[config.mk]
export PLATFORM = sky130hd
export DESIGN_NAME = uart_tx_8n1
export DESIGN_NICKNAME = d
export VERILOG_FILES = /design/src/rtl/uart_pkg.sv /design/src/rtl/uart_bit_timer.sv /design/src/rtl/uart_tx_8n1.sv
export SDC_FILE = /design/constraint.sdc
export NUM_CORES = 1
export LEC_CHECK = 0
export CORE_UTILIZATION = 61
export DETAILED_ROUTE_END_ITERATION = 12
export PLACE_DENSITY = 0.84
export SYNTH_ARGS = -nofsm -noshare
export SYNTH_HDL_FRONTEND = slang
export SYNTH_SLANG_ARGS = --single-unit
export TNS_END_PERCENT = 20
[constraint.sdc]
create_clock -name clk -period 3 [get_ports clk]
set_input_delay 0.6 -clock clk [delete_from_list [all_inputs] [get_ports clk]]
set_output_delay 0.6 -clock clk [all_outputs]
set_load 0.005 [all_outputs]
[src/rtl/uart_pkg.sv]
// uart_pkg: shared state encoding and framing constants for the 8N1 UART blocks.
package uart_pkg;
   typedef enum logic [1:0] {IDLE, START, DATA, STOP} tx_state_t;
   localparam int DEFAULT_CLKS_PER_BIT = 10417;
   localparam int DATA_BITS = 8;
endpackage

[src/rtl/uart_bit_timer.sv]
// uart_bit_timer: counts clocks within one bit and strobes bit_end at the terminal count.
module uart_bit_timer
   import uart_pkg::*;
#(
   parameter int CLKS_PER_BIT = DEFAULT_CLKS_PER_BIT
) (
   input  logic clk,
   input  logic reset,
   input  logic clear,
   input  logic run,
   output logic bit_end
);
   localparam int W = $clog2(CLKS_PER_BIT);
   logic [W-1:0] cnt_q, cnt_d;
   always_comb begin
      bit_end = run && (cnt_q == W'(CLKS_PER_BIT - 1));
      cnt_d   = (clear || bit_end) ? '0 : run ? cnt_q + W'(1) : cnt_q;
   end
   always_ff @(posedge clk or posedge reset) begin
      if (reset) cnt_q <= '0;
      else       cnt_q <= cnt_d;
   end
endmodule

[src/rtl/uart_tx_8n1.sv]
// uart_tx_8n1: serializes one byte per start pulse as an 8N1 frame; all outputs registered.
module uart_tx_8n1
   import uart_pkg::*;
#(
   parameter int CLKS_PER_BIT = DEFAULT_CLKS_PER_BIT
) (
   input  logic                 clk,
   input  logic                 reset,
   input  logic                 start,
   input  logic [DATA_BITS-1:0] data,
   output logic                 tx,
   output logic                 busy,
   output logic                 done
);
   tx_state_t            state_q, state_d;
   logic [DATA_BITS-1:0] shift_q, shift_d;
   logic [2:0]           idx_q, idx_d;
   logic                 tx_q, tx_d, busy_q, busy_d, done_q, done_d;
   logic                 accept, bit_end;
   assign accept = (state_q == IDLE) && start;
   uart_bit_timer #(.CLKS_PER_BIT(CLKS_PER_BIT)) u_timer (
      .clk    (clk),
      .reset  (reset),
      .clear  (accept),
      .run    (state_q != IDLE),
      .bit_end(bit_end)
   );
   always_comb begin
      state_d = state_q;
      shift_d = shift_q;
      idx_d   = idx_q;
      unique case (state_q)
         IDLE:  if (start) begin
                   state_d = START;
                   shift_d = data;
                   idx_d   = '0;
                end
         START: if (bit_end) state_d = DATA;
         DATA:  if (bit_end) begin
                   shift_d = shift_q >> 1;
                   idx_d   = idx_q + 3'd1;
                   if (idx_q == 3'(DATA_BITS - 1)) state_d = STOP;
                end
         STOP:  if (bit_end) state_d = IDLE;
      endcase
      // outputs are precomputed from the next state so tx/busy/done come straight off flops
      tx_d   = (state_d == START) ? 1'b0 : (state_d == DATA) ? shift_d[0] : 1'b1;
      busy_d = state_d != IDLE;
      done_d = (state_q == STOP) && bit_end;
   end
   always_ff @(posedge clk or posedge reset) begin
      if (reset) begin
         state_q <= IDLE;
         shift_q <= '0;
         idx_q   <= '0;
         tx_q    <= 1'b1;
         busy_q  <= 1'b0;
         done_q  <= 1'b0;
      end else begin
         state_q <= state_d;
         shift_q <= shift_d;
         idx_q   <= idx_d;
         tx_q    <= tx_d;
         busy_q  <= busy_d;
         done_q  <= done_d;
      end
   end
   assign tx   = tx_q;
   assign busy = busy_q;
   assign done = done_q;
endmodule

==> metrics.yaml <==
status: "finished, final reports clean"
finClkSkew_ns: 0.0145
finalCriticalPeriod_ns: 2.21
post-synth-top-count-cell: "dfrtp_1"
finalMaxSlewViolations: 0
fmax_mhz: 452
clockBufferDepth: 2
fin_nets: 185
start_util_pct: 64.2
end_kind: "register"
wirelength_mm: 3.35
yosysSeqAreaShare_pct: 47.2
dp.cells: 193
cap_violations: 0
fin_crit_sh_pct: 73.7
place_area_um2: 1750
cellLeakagePower_nw: 0.787
core_region_area_um2: 2480
met1_length_mm: 1.55
rsz0062_at_grt: "no"
path_class: "reg2reg"
grt_overflow_total: 0
peakVddDrop_uv: 577
cts_buffers: 5
avgSynthCellArea_um2: 10.4
r2r_slack_ns: 0.79
ys.flop_type: "dfrtp_1"
die_w_um: 53.1
seq_area_um2: 752
synthTopCellsByCount: "dfrtp_1, nor2_1, nand2_1, xnor2_1, a21oi_1"
ant_nets: 0
routabilityCongestion: 0.859
postCtsSetupBuffers: 0
vias: 1233
synth_cells: 153
syn_area_um2: 1590
clockRootBuffer: "clkbuf_4"
ys_warn_count: 0
tightest_slew_ns: 0.781
worstPathArrival_ns: 2.43
synth-edff-count: 0
final_cell_area_um2: 1810
setup_viol_count_final: 0
hold_viol_final: 0
clk_pin_slew_ns: 0.09
ioPinCount: 14
ctsResizeCount: 0
track_usage_pct: 27.8
syn_to_final_growth_pct: 13.4
max-slew-margin-rel_pct: 47.5
drcViolationCount: 0
grt_max_degree: 19
die_h_um: 53.1
ys_ff_latch: 30
layout-drive-gt1-share_pct: 10.5
rows: 18
cts.sinks: 30
drt-vias-per-instance: 6.13
powerDensity_nw_per_um2: 535
drtIter0Drc: 39
wire_per_inst_um: 16.6
die_area_um2: 2820
synth_largest_area_cell: "dfrtp_1"
rr_worst_depth: 6
yosys-top-cells-area: "dfrtp_1, xnor2_1, nor2_1, ha_1, nand2_1"
timing.rr.end: "shift_q[6]"
multiInputGateArea_um2: 797
grt_antenna_before_repair: 0
dr_wl_met2_mm: 1.58
clock_latency_ns: 0.34
port_buffers: 13
met3WireLength_um: 164
cts_tree: "done"
hold_ws_ns: 0.484
start_kind: "register"
critPathMaxFanout: 10
async_flop_share_pct: 100
hpwlAfterDp_mm: 2.36
highest_layer: "met4"
synth_nets: 168
cp_data_required_time_ns: 3.22
rr_startpoint: "u_timer.cnt_q[0]"
synth_top_area_share_pct: 45.6
grt_pass1_vias: 1094
stdcell_count: 201
startpoint: "u_timer.cnt_q[0]"
min_path_type: "reg2reg"
crit_path_end: "shift_q[6]"
htreeDepth: 2
diodes: 0
hold_buffers: 0
synth.distinct_cells: 44
dr.pass1.iters: 4
grt_pass1_wl_mm: 5.33
fin_setup_tns_ns: 0
fillers: 192
[cell families after synthesis]
logic type      after synthesis  share of synthesized area, %
compound gates               31                          14.5
fa+ha+maj                     4                          3.14
xor+xnor                     11                          6.05
flops                        30                          47.2
simple gates                 66                          25.0
buf+inv                       9                          2.67
mux                           2                          1.34
[placed cells by master (no fill, tap or decap), drive strengths merged, types with 3 or more instances in the layout]
cell | Yosys | routed
nor2 | 17 | 17
nor3b | 3 | 3
clkdlybuf4s50 | 0 | 13
nor4 | 5 | 5
nand4 | 4 | 4
clkbuf | 3 | 8
xnor2 | 8 | 8
nand2 | 13 | 13
nor3 | 5 | 5
a21oi | 6 | 6
a21o | 5 | 5
a221o | 3 | 3
or3 | 5 | 5
dfrtp | 29 | 29
xor2 | 3 | 3
a22o | 5 | 5
inv | 4 | 4
ha | 4 | 4
o21ai | 6 | 6
[where the power goes]
part	internal, W	switching [W]
registers	0.000461	0.0000647
logic	0.0000887	0.0000997
clock network	0.000115	0.000137
[sequential cells by signal, summed over array words and instances (netlist names)]
signal / flops
done: 1
busy: 1
idx_q: 3
state_q: 2
shift_q: 8
u_timer.cnt_q: 14
tx: 1
[per-layer routing]
layer,GRT usage [%],vias up
met2,40.9,40
met1,38.1,593
met5,0,-
li1,-,595
met3,6.03,5
met4,14.5,0
[per-stage QoR]
stage	setup WS [ns]	power [W]	utilization (%)
2_1_floorplan	1.04	0.000655	-
3_3_place_gp	0.649	0.000702	70.5
3_5_place_dp	0.558	0.000719	70.5
4_1_cts	0.807	0.000970	72.9
5_1_grt	0.643	0.00101	72.9
6_report	0.789	0.000966	72.9
[cell type report]
| cell class | instances | share of cell area, % |
|---|---|---|
| flip-flops and latches | 30 | 41.6 |
| clock buffers | 8 | 3.26 |
| multi-input cells | 114 | 44.1 |
| repair buffers | 15 | 8.04 |
| well taps | 30 | 2.08 |
| inverters | 4 | 0.832 |
[worst min path at each step]
stage,startpoint,to,slack (ns),cells past startpoint
floorplan,shift_q[2],shift_q[2],0.45,1
global placement,shift_q[3],shift_q[3],0.46,1
detailed placement,shift_q[3],shift_q[3],0.47,1
CTS,shift_q[3],shift_q[3],0.48,1
global route,shift_q[3],shift_q[3],0.50,1
finish,shift_q[3],shift_q[3],0.48,1
[critical path, stage by stage, from the launching register on]
cell and delay (ns):
dfrtp_1 0.43, inv_1 0.09, ha_1 0.15, nand4bb_1 0.26
nor4_4 0.67, nor2_2 0.17, a221o_1 0.32
(Power assumes the default switching activity.)
==> edit 1 (same flow settings) <==
The package constant `DATA_BITS` goes from 8 to 12.
--- a/src/rtl/uart_pkg.sv
+++ b/src/rtl/uart_pkg.sv
@@ -3,5 +3,5 @@
    typedef enum logic [1:0] {IDLE, START, DATA, STOP} tx_state_t;
    localparam int DEFAULT_CLKS_PER_BIT = 10417;
-   localparam int DATA_BITS = 8;
+   localparam int DATA_BITS = 12;
 endpackage
 
Interface: changed (resized data); port bits go from 14 to 18. The function was not compared with the original's and may differ.
==> edit 1 against the original RTL <==
- setup slack got worse by 0.23 ns
- die area rose by 4.8%
- final area rose by 7.3%
- sequential cell count rose by 4
- clock skew fell by 0.0055 ns
- area after synthesis rose by 5.0%
- wire length rose by 0.57%
- highest routed layer unchanged
Power is not compared: it rests on default switching activity, and its combinational part moved more than twofold at a synthesized area within 25%.
==> edit 1: results (changes against the original RTL) <==
CP peak stage delay -> 0.70 ns (+0.03 ns)
number of DRC markers in iteration 0 -> 39 (unchanged)
top cells by count, synth -> 33 x dfrtp_1, 32 x nand2_1, 19 x nor2_1, 10 x a22oi_1, 9 x o21ai_0
vias in the first global route -> 1,247 (+14%)
Most used DFF post-synth -> dfrtp_1
met1 Use GR -> 32.62% (-5.5 points)
Met3 Routed Length -> 174 um (+6.1%)
met2 WL post-DR -> 1584 um (unchanged)
peak supply drop -> 0.3480 mV
IO Port Bufs -> 17 (+4)
R2R depth -> 5 (-1)
Hold Path End -> shift_q[9]
global-route track usage on met3 -> 7.222% (+1.2 points)
DR vias/cell -> 5.924 (-3.4%)
Synth cell types -> 36 (-18%)
Clock Path Buffers -> 2 (unchanged)
Regs by FF count -> u_timer.cnt_q x14, shift_q x12, idx_q x3
first-pass GRT wire length -> 5237 um (-1.8%)
Hold Path Origin -> shift_q[9]
Compound-Gate Fraction of Synth Area -> 10.33% (-4.2 points)
mean post-synth cell area -> 9.662 um2 (-7.1%)
post-DP HPWL -> 2410 um (+2.1%)
WL final -> 3364 um (+0.57%)
syn_nets -> 192 (+14%)
worst flop-to-flop path startpoint -> u_timer.cnt_q[2]
status -> completed
Max transition margin -> 49.97% (+2.5 points)
mux contribution to synthesized area -> 0.5988% (-0.74 points)
clock skew -> 0.008984 ns (-0.005479 ns)
Clk. pwr -> 0.257 mW
fraction of layout cells with a size suffix above 1 -> 9.744% (-0.78 points)
Placer Congestion -> 0.8649 (+0.69%)
overall global routing resource usage -> 25.66% (-2.2 points)
Hold/Removal Path Class -> reg2reg
DP Cell Count -> 217 (+12%)
Wirelength per Cell -> 14.95 um (-10%)
Synth Area in XOR/XNOR -> 5.763% (-0.29 points)
register area share after synthesis -> 50.97% (+3.7 points)
Post-Place Cell Area -> 0.001877 mm2 (+7.4%)
R2R Path End -> idx_q[1]
n_diodes -> 0 (unchanged)
met2 Use GR -> 39.84% (-1.1 points)
largest fanout on the critical path -> 14 (+4)
largest net degree at the start of global routing -> 15 (-4)
post-synthesis adder-cell area fraction -> 2.994% (-0.15 points)
Worst Hold Path Cells -> 2 (+1)
CP arrival -> 2.63 ns (+0.20 ns)
synth top area cells -> dfrtp_1 49%, nand2_1 7.2%, a22oi_1 4.5%
reg2reg setup slack -> 0.56 ns (-0.23 ns)
Layout Nets -> 213 (+15%)
number of H-tree levels -> 2 (unchanged)
critical path's slowest cell -> nor4_4
top sig layer -> met4
Met1 Wirelength -> 1557 um (+0.58%)
## edit 1: changes by cell type in the layout (fill, tap and decap cells not counted), moves of 5 or more
cell	unedited run	this run
a21oi_1	6	1
a22oi_1	1	10
nand2_1	13	32
nand3_1	1	7
## edit 1: cell type report
| type | instances | area (um2) |
|---|---|---|
| flip-flops and latches | 34 | 852.1 |
| clock buffers | 7 | 55.05 |
| repair buffers | 20 | 192.7 |
| fillers | 177 | 585.6 |
| clock inverters | 1 | 5.005 |
| multi-input cells | 127 | 772.0 |
| well taps | 30 | 37.54 |
| inverters | 6 | 22.52 |
## edit 1: per-stage QoR
stage          setup WS [ns]  hold WS [ns]  power [mW]
2_1_floorplan          1.182        0.4468      0.4744
3_3_place_gp          0.6830        0.4602      0.4973
3_5_place_dp          0.5739        0.4669      0.4985
4_1_cts               0.5655        0.4907      0.7540
5_1_grt               0.3794        0.5187      0.7738
6_report              0.5585        0.4893      0.7453
==> edit 2 (same settings) <==
Without the edit above. Remove the register `busy_q`: a continuous assignment takes its place, so the output `busy` follows one clock earlier.
--- a/src/rtl/uart_tx_8n1.sv
+++ b/src/rtl/uart_tx_8n1.sv
@@ -55,5 +55,4 @@
          idx_q   <= '0;
          tx_q    <= 1'b1;
-         busy_q  <= 1'b0;
          done_q  <= 1'b0;
       end else begin
@@ -62,8 +61,9 @@
          idx_q   <= idx_d;
          tx_q    <= tx_d;
-         busy_q  <= busy_d;
          done_q  <= done_d;
       end
    end
+
+   assign busy_q = busy_d;
    assign tx   = tx_q;
    assign busy = busy_q;
Behaviour: not the same (a bounded check fails within 4 cycles, from zero or initial values and one cycle with reset high).
==> edit 2 against the original RTL <==
- total power shrank 0.51%
- sequential share of layout area shrank 1.3 points
- cell count grew 2.0%
- sequential cell count fell by 1
- final area decreased by 0.28%
- die area down 3.0%
- setup slack worse by 0.60 ns
- fmax shrank 21%
- via count rose by 3.6%
- register-to-register slack got worse by 0.15 ns
- combinational power grew 15%
- non-clock buffer count increased by 5
- area after synthesis shrank 3.1%
- critical path type is now reg2out
- wire length down 6.5%
==> edit 2: results (changes against the original RTL) <==
Hold Path Origin -> shift_q[2]
first-pass GRT wire length -> 5444 um (+2.1%)
register area share after synthesis -> 47.16% (-0.089 points)
fill cell count -> 165 (-14%)
number of H-tree levels -> 2 (unchanged)
post-DP HPWL -> 2216 um (-6.1%)
met2 WL post-DR -> 1544 um (-2.5%)
fraction of area in registers -> 40.38% (-1.3 points)
largest net degree at the start of global routing -> 30 (+11)
WL final -> 3128 um (-6.5%)
fraction of layout cells with a size suffix above 1 -> 11.86% (+1.3 points)
Layout Nets -> 191 (+3.2%)
Inverters -> 5 (+1)
clock skew -> 0.008629 ns (-0.005834 ns)
bufs w/o clock -> 20 (+5)
clk_lat worst skew -> 0.32 ns (-0.02 ns)
Synth cell types -> 37 (-16%)
clock-cell share of area -> 2.710% (-0.55 points)
Wirelength per Cell -> 15.26 um (-8.3%)
syn_nets -> 171 (+1.8%)
Placer Congestion -> 0.8310 (-3.3%)
CTS Sinks -> 29 (-3.3%)
comb_multi_in -> 115 (+0.88%)
leak pwr -> 0.7995 nW (+1.6%)
Synth Area in XOR/XNOR -> 6.818% (+0.76 points)
Met1 Wirelength -> 1363 um (-12%)
R2R Path End -> shift_q[3]
top cells by count, synth -> 28 x dfrtp_1, 17 x nor2_1, 12 x nand2_1, 12 x xnor2_1, 11 x nand3_1
reg2reg setup slack -> 0.64 ns (-0.15 ns)
worst flop-to-flop path startpoint -> u_timer.cnt_q[6]
Tightest Pin Transition -> 0.6944 ns (-0.08615 ns)
Compound-Gate Fraction of Synth Area -> 12.34% (-2.2 points)
Met3 Routed Length -> 207 um (+26%)
status -> completed
Hold Path End -> shift_q[1]
CP peak stage delay -> 0.59 ns (-0.08 ns)
largest fanout on the critical path -> 4 (-6)
critical path's slowest cell -> or4b_4
mean post-synth cell area -> 9.881 um2 (-5.0%)
NonClk Buf Share -> 10.15% (+2.1 points)
Worst Hold Path Cells -> 1 (unchanged)
DR vias -> 1,278 (+3.6%)
peak supply drop -> 0.4600 mV (-20%)
met1 Use GR -> 36.31% (-1.8 points)
DP Cell Count -> 196 (+1.6%)
mux contribution to synthesized area -> 0.7305% (-0.61 points)
CP arrival -> 2.21 ns (-0.22 ns)
met2 Use GR -> 44.66% (+3.7 points)
WHS -> 0.5178 ns (+0.03388 ns)
post-synthesis adder-cell area fraction -> 3.247% (+0.10 points)
global-route track usage on met3 -> 7.826% (+1.8 points)
multi-input combinational area share -> 43.78% (-0.36 points)
overall global routing resource usage -> 27.78% (-0.051 points)
-- edit 2: worst max path at each step --
| stage | from | endpoint | slack (ns) | cells after the start |
|---|---|---|---|---|
| after CTS | u_timer.cnt_q[6] | busy | 0.05 | 5 |
| after detailed placement | u_timer.cnt_q[6] | busy | 0.34 | 5 |
| final | u_timer.cnt_q[6] | busy | 0.19 | 5 |
| after global routing | u_timer.cnt_q[6] | busy | 0.08 | 5 |
| after global placement | u_timer.cnt_q[6] | busy | 0.36 | 5 |
| after floorplan | u_timer.cnt_q[6] | busy | 0.42 | 4 |
-- edit 2: logic make-up (layout without fill, tap and decap cells) --
family | Yosys count | count (layout)
and+or+nand+nor | 74 | 74
DFF | 29 | 29
AOI/OAI and AO/OA | 24 | 24
xor gates and xnor gates | 12 | 12
buffers and inverters | 12 | 33
adders and majority gates | 4 | 4
muxes | 1 | 1
-- edit 2: timing repair --
action | CTS | global route
pin swaps | 0 | 1
setup buffers | 0 | 1
resized for setup | 1 | 2
endpoints found under the setup margin | 1 | 1
hold buffers | 0 | 0
-- edit 2: stage by stage --
stage / cell area (um2) / total power, mW / utilization, % / setup slack (ns)
after global routing: 1800 / 1.031 / 78.38 / 0.08235
after CTS: 1779 / 0.9585 / 77.45 / 0.04678
final: 1800 / 0.9610 / 78.38 / 0.1897
after detailed placement: 1724 / 0.7370 / 75.05 / 0.3356
after global placement: 1724 / 0.7191 / 75.05 / 0.3626
after floorplan: 1541 / 0.6658 / - / 0.4233
-- edit 2: report_power, final --
part	internal [mW]	switching [mW]	leakage (nW)
Combinational	0.107	0.109	0.407
Sequential	0.449	0.0763	0.366
Clock	0.0932	0.126	0.0265
Total	0.650	0.311	0.799
